**src/rtl/mem_d_arbiter2.sv**
```systemverilog
// rtl/mem_d_arbiter2.sv - two-master round-robin arbiter for the mem_d data port
// In-order id FIFO routes each downstream ack/error back to the issuing master.
module mem_d_arbiter2 #(
  parameter int OUTSTANDING = 4
) (
  input  logic        clk_i,
  input  logic        rst_i,

  input  logic [31:0] m0_addr_i,
  input  logic [31:0] m0_data_wr_i,
  input  logic        m0_rd_i,
  input  logic [3:0]  m0_wr_i,
  input  logic        m0_cacheable_i,
  input  logic [10:0] m0_req_tag_i,
  output logic        m0_accept_o,
  output logic        m0_ack_o,
  output logic        m0_error_o,
  output logic [31:0] m0_data_rd_o,
  output logic [10:0] m0_resp_tag_o,

  input  logic [31:0] m1_addr_i,
  input  logic [31:0] m1_data_wr_i,
  input  logic        m1_rd_i,
  input  logic [3:0]  m1_wr_i,
  input  logic        m1_cacheable_i,
  input  logic [10:0] m1_req_tag_i,
  output logic        m1_accept_o,
  output logic        m1_ack_o,
  output logic        m1_error_o,
  output logic [31:0] m1_data_rd_o,
  output logic [10:0] m1_resp_tag_o,

  output logic [31:0] mem_d_addr_o,
  output logic [31:0] mem_d_data_wr_o,
  output logic        mem_d_rd_o,
  output logic [3:0]  mem_d_wr_o,
  output logic        mem_d_cacheable_o,
  output logic [10:0] mem_d_req_tag_o,
  input  logic        mem_d_accept_i,
  input  logic        mem_d_ack_i,
  input  logic        mem_d_error_i,
  input  logic [31:0] mem_d_data_rd_i,
  input  logic [10:0] mem_d_resp_tag_i,

  output logic        unexpected_ack_o
);

  localparam int PW = $clog2(OUTSTANDING);
  localparam int CW = PW + 1;
  localparam logic [CW-1:0] FULL = CW'(OUTSTANDING);

  logic          rr_q, rr_d;
  logic          lock_q, lock_d;
  logic          lock_id_q, lock_id_d;
  logic [PW-1:0] wr_ptr_q, wr_ptr_d;
  logic [PW-1:0] rd_ptr_q, rd_ptr_d;
  logic [CW-1:0] count_q, count_d;
  logic          unexp_q, unexp_d;
  logic          fifo_q [OUTSTANDING];

  logic m0_active, m1_active;
  logic sel, sel_active, full, req_valid, push, pop, head;

  assign m0_active = m0_rd_i | (|m0_wr_i);
  assign m1_active = m1_rd_i | (|m1_wr_i);

  // A stalled request stays locked to its master so the downstream view is stable.
  always_comb begin
    sel = 1'b0;
    if (lock_q) begin
      sel = lock_id_q;
    end else if (rr_q ? m1_active : m0_active) begin
      sel = rr_q;
    end else begin
      sel = ~rr_q;
    end
  end

  assign sel_active = sel ? m1_active : m0_active;
  assign full       = (count_q == FULL);
  assign req_valid  = sel_active & ~full;
  assign push       = req_valid & mem_d_accept_i;
  assign pop        = mem_d_ack_i & (count_q != '0);
  assign head       = fifo_q[rd_ptr_q];

  assign mem_d_addr_o      = sel ? m1_addr_i      : m0_addr_i;
  assign mem_d_data_wr_o   = sel ? m1_data_wr_i   : m0_data_wr_i;
  assign mem_d_cacheable_o = sel ? m1_cacheable_i : m0_cacheable_i;
  assign mem_d_req_tag_o   = sel ? m1_req_tag_i   : m0_req_tag_i;
  assign mem_d_rd_o        = req_valid & (sel ? m1_rd_i : m0_rd_i);
  assign mem_d_wr_o        = req_valid ? (sel ? m1_wr_i : m0_wr_i) : 4'b0000;

  assign m0_accept_o = push & ~sel;
  assign m1_accept_o = push & sel;

  assign m0_ack_o      = pop & ~head;
  assign m1_ack_o      = pop & head;
  assign m0_error_o    = pop & ~head & mem_d_error_i;
  assign m1_error_o    = pop & head & mem_d_error_i;
  assign m0_data_rd_o  = mem_d_data_rd_i;
  assign m1_data_rd_o  = mem_d_data_rd_i;
  assign m0_resp_tag_o = mem_d_resp_tag_i;
  assign m1_resp_tag_o = mem_d_resp_tag_i;

  assign unexpected_ack_o = unexp_q;

  always_comb begin
    rr_d      = rr_q;
    lock_d    = lock_q;
    lock_id_d = lock_id_q;
    wr_ptr_d  = wr_ptr_q;
    rd_ptr_d  = rd_ptr_q;
    count_d   = count_q;
    unexp_d   = unexp_q;

    if (push) begin
      lock_d   = 1'b0;
      rr_d     = ~sel;
      wr_ptr_d = wr_ptr_q + 1'b1;
    end else if (req_valid) begin
      lock_d    = 1'b1;
      lock_id_d = sel;
    end

    if (pop) begin
      rd_ptr_d = rd_ptr_q + 1'b1;
    end
    if (mem_d_ack_i && count_q == '0) begin
      unexp_d = 1'b1;
    end

    case ({push, pop})
      2'b10:   count_d = count_q + 1'b1;
      2'b01:   count_d = count_q - 1'b1;
      default: count_d = count_q;
    endcase
  end

  always_ff @(posedge clk_i or posedge rst_i) begin
    if (rst_i) begin
      rr_q      <= 1'b0;
      lock_q    <= 1'b0;
      lock_id_q <= 1'b0;
      wr_ptr_q  <= '0;
      rd_ptr_q  <= '0;
      count_q   <= '0;
      unexp_q   <= 1'b0;
    end else begin
      rr_q      <= rr_d;
      lock_q    <= lock_d;
      lock_id_q <= lock_id_d;
      wr_ptr_q  <= wr_ptr_d;
      rd_ptr_q  <= rd_ptr_d;
      count_q   <= count_d;
      unexp_q   <= unexp_d;
    end
  end

  // Id storage needs no reset: only entries between the pointers are ever read.
  always_ff @(posedge clk_i) begin
    if (push) begin
      fifo_q[wr_ptr_q] <= sel;
    end
  end

endmodule

```
**config.mk**
```make
export PLATFORM = sky130hd
export DESIGN_NAME = mem_d_arbiter2
export DESIGN_NICKNAME = d
export VERILOG_FILES = /design/src/rtl/mem_d_arbiter2.sv
export SDC_FILE = /design/constraint.sdc
export NUM_CORES = 1
export LEC_CHECK = 0
export CORE_AREA = 2 2 149 151
export DETAILED_ROUTE_END_ITERATION = 10
export DIE_AREA = 0 0 151 153
export PLACE_DENSITY = 0.48
export SYNTH_ARGS = -nofsm -noshare
export SYNTH_HDL_FRONTEND = slang
export SYNTH_SLANG_ARGS = --single-unit
```
**constraint.sdc**
```tcl
create_clock -name clk_i -period 2.9 [get_ports clk_i]
set_clock_uncertainty 0.1 [all_clocks]
set_input_delay 0.435 -clock clk_i [delete_from_list [all_inputs] [get_ports clk_i]]
set_output_delay 0.435 -clock clk_i [all_outputs]
set_load 0.05 [all_outputs]
```
==> impl_metrics.json <==
{
  "worstSetupStartpointType": "input port",
  "htree_num_levels": 1,
  "cts.path.max_buffers": 2,
  "finalSetupTns_ns": -0.0405,
  "die_h_microns": 153,
  "power_density_mw_per_mm2": 1050,
  "drtIter0Drc": 33,
  "regArea_sq_um": 395,
  "fmax_mhz": 344,
  "setup_viol": 9,
  "async_reset_ff_frac": 0.733,
  "synth_top_area_cell": "mux2_2",
  "maxCapViolCount": 0,
  "syn_area_per_cell_sq_um": 9.79,
  "holdWs_ns": 0.366,
  "crit_arrival_ns": 2.37,
  "route.detailed.drc": 0,
  "routabilityCongestion": 0.898,
  "overflow": 0,
  "hold_violations": 0,
  "yosysMostFrequentCell": "buf_4",
  "wl_met1_mm": 4.31,
  "wl_mm": 12.6,
  "grt_max_degree": 25,
  "core_sq_mm": 0.0215,
  "clkTransAtPathRegs_ns": 0.05,
  "cts-root-buf": "clkbuf_16",
  "power_mw": 5.66,
  "leakage_nw": 2.29,
  "maxSlewViolCount": 0,
  "fin_ws_ns": -0.00775,
  "timing.final.crit_share": 1.00,
  "finish.utilization": 0.250,
  "ctsHoldBuffers": 0,
  "cts_sinks": 15,
  "synth.distinct_cells": 34,
  "status": "complete, but fails checks",
  "met2WireLength_mm": 6.44,
  "start_util": 0.117,
  "areaGrowthSynthToFinish_pct": 114,
  "post-route-cell-area_sq_mm": 0.00537,
  "top_layer": "met4",
  "path_class": "input port to output port",
  "ant_nets": 0,
  "yosys.area.top_type_share": 0.341,
  "numCtsBuffers": 3,
  "ys_top_cells_by_count": "buf_4 (88), mux2_2 (76), dfrtp_1 (11), nor2_1 (11), inv_1 (9)",
  "diodes": 0,
  "synth-main-ff-cell": "dfrtp_1",
  "first_pass_iters": 4,
  "io_buffers": 254,
  "vias": 2538,
  "n_fill_cell": 2290,
  "min_period_ns": 2.91,
  "rows": 54,
  "vdd_drop_max_mv": 0.376,
  "synthTopCellsByArea": "mux2_2 (34%), buf_4 (26%), dfrtp_1 (11%)",
  "routed-wl-met3_mm": 1.69,
  "multiInputGateArea_sq_mm": 0.00148,
  "p_sw_mw": 2.87,
  "violations": "setup timing",
  "wl_per_cell_microns": 17.3,
  "seqPwrFrac": 0.071,
  "required_ns": 2.37,
  "clock_power_share": 0.047,
  "hp-class": "flop to flop",
  "yosysWarnings": 0,
  "hpwl_mm": 10.5,
  "grt_usage": 0.0994,
  "grt_pass1_vias": 2863,
  "max-slew-margin-rel": 0.668,
  "synth_edf_count": 4,
  "end_kind": "output port",
  "antenna_found_initial": 0,
  "drive_gt1_frac": 0.485,
  "tightest_slew_ns": 0.497,
  "grt_pass1_wl_mm": 17.2,
  "io_pins": 384,
  "synth.cell_area_sq_mm": 0.00251,
  "syn-num-nets": 472,
  "dieArea_sq_mm": 0.0231,
  "die_x_microns": 151,
  "pwr-share-comb": 0.882,
  "viasPerCell": 3.49,
  "yosysSeqAreaShare": 0.158,
  "synthCells": 256,
  "clock_latency_ns": 0.24,
  "cp_max_fo": 8,
  "rsz0062_at_grt": "yes",
  "p_sw_frac": 0.507,
  "place_area_sq_mm": 0.00474,
  "cts_tree": "built",
  "intPower_mw": 2.79,
  "ys_ff_latch": 15,
  "layout.nets": 664
}
## state kept, by name, indices dropped and copies added (netlist names)
name	count
count_q	3
fifo_q	4
lock_id_q	1
lock_q	1
rd_ptr_q	2
rr_q	1
unexpected_ack_o	1
wr_ptr_q	2
## worst max-delay path: stages
cell and delay (ns):
buf_6 0.10, or4_4 0.55, nor3b_4 0.23, o31a_4 0.27
bufbuf_16 0.29, mux2_2 0.34, buf_6 0.15
## final cells by class
type,instances,share of cell area
inverters,9,0.00629
well taps,280,0.0652
repair buffers,282,0.564
multi-input cells,137,0.276
flip-flops and latches,15,0.0736
clock buffers,3,0.0140
clock inverters,1,0.000932
## power groups by stage
stage / clock network, mW / logic (mW) / registers, mW
final: 0.264 / 4.99 / 0.402
after global routing: 0.290 / 5.21 / 0.417
after CTS: 0.277 / 5.10 / 0.404
after detailed placement: 0 / 4.30 / 0.398
after global placement: 0 / 4.26 / 0.390
after floorplan: 0 / 3.16 / 0.399
## what timing repair did
action / 4_1_cts / 5_1_grt
pin swaps: 5 / 4
endpoints found under the setup margin: 84 / 79
cloned: 5 / 0
setup buffers: 6 / 0
resized for setup: 117 / 6
## stage by stage
| step | instances | worst slack (ns) |
|---|---|---|
| final | 727 | -0.00775 |
| after global routing | 727 | -0.0553 |
| after CTS | 728 | -0.0491 |
| after detailed placement | 713 | -0.389 |
| after global placement | 713 | -0.346 |
| after floorplan | 256 | 0.0145 |
## cells by family (layout without fill, tap and decap cells)
family	after synthesis	after routing	synth area share
mux	84	84	0.380
buf+inv	105	295	0.310
compound gates	8	9	0.0200
simple gates	32	32	0.0779
fa+ha+maj	6	6	0.0330
xor+xnor	6	6	0.0210
flops	15	15	0.158
## metal layers
layer / global-route usage / vias up
li1: - / 1175
met1: 0.106 / 1159
met2: 0.183 / 185
met3: 0.0463 / 19
met4: 0.0111 / 0
met5: 0 / -
## path summary, 6_finish.rpt
| path | from | end | slack, ns | cells after the start |
|---|---|---|---|---|
| worst max-delay path | m1_wr_i[1] | mem_d_req_tag_o[0] | -0.008 | 7 |
| worst min-delay path | unexpected_ack_o | unexpected_ack_o | 0.37 | 1 |
| worst max register to register | lock_q | count_q[2] | 0.43 | 11 |
| worst min register to register | unexpected_ack_o | unexpected_ack_o | 0.37 | 1 |
| max in group asynchronous | rst_i | wr_ptr_q[0] | 1.96 | 2 |
| min in group asynchronous | rst_i | rd_ptr_q[1] | 0.42 | 2 |
## cell usage in the layout, fill, tap and decap left out, drive strengths merged, types with 2 or more instances in the layout
| cell | netlist | layout |
|---|---|---|
| nand2 | 3 | 3 |
| o21ai | 3 | 3 |
| inv | 9 | 9 |
| edfxtp | 4 | 4 |
| mux2i | 6 | 6 |
| nor3 | 2 | 2 |
| dlygate4sd2 | 0 | 3 |
| dlymetal6s2s | 0 | 2 |
| buf | 95 | 115 |
| dfrtp | 11 | 11 |
| xnor2 | 3 | 3 |
| clkdlybuf4s50 | 0 | 158 |
| mux2 | 77 | 77 |
| nor2b | 2 | 2 |
| o31a | 1 | 2 |
| nor2 | 12 | 12 |
| ha | 5 | 5 |
| clkbuf | 1 | 3 |
| a21oi | 2 | 2 |
| xor2 | 3 | 3 |
| bufbuf | 0 | 3 |
| and2 | 5 | 5 |
No activity file was read; power rests on OpenSTA's default activity.
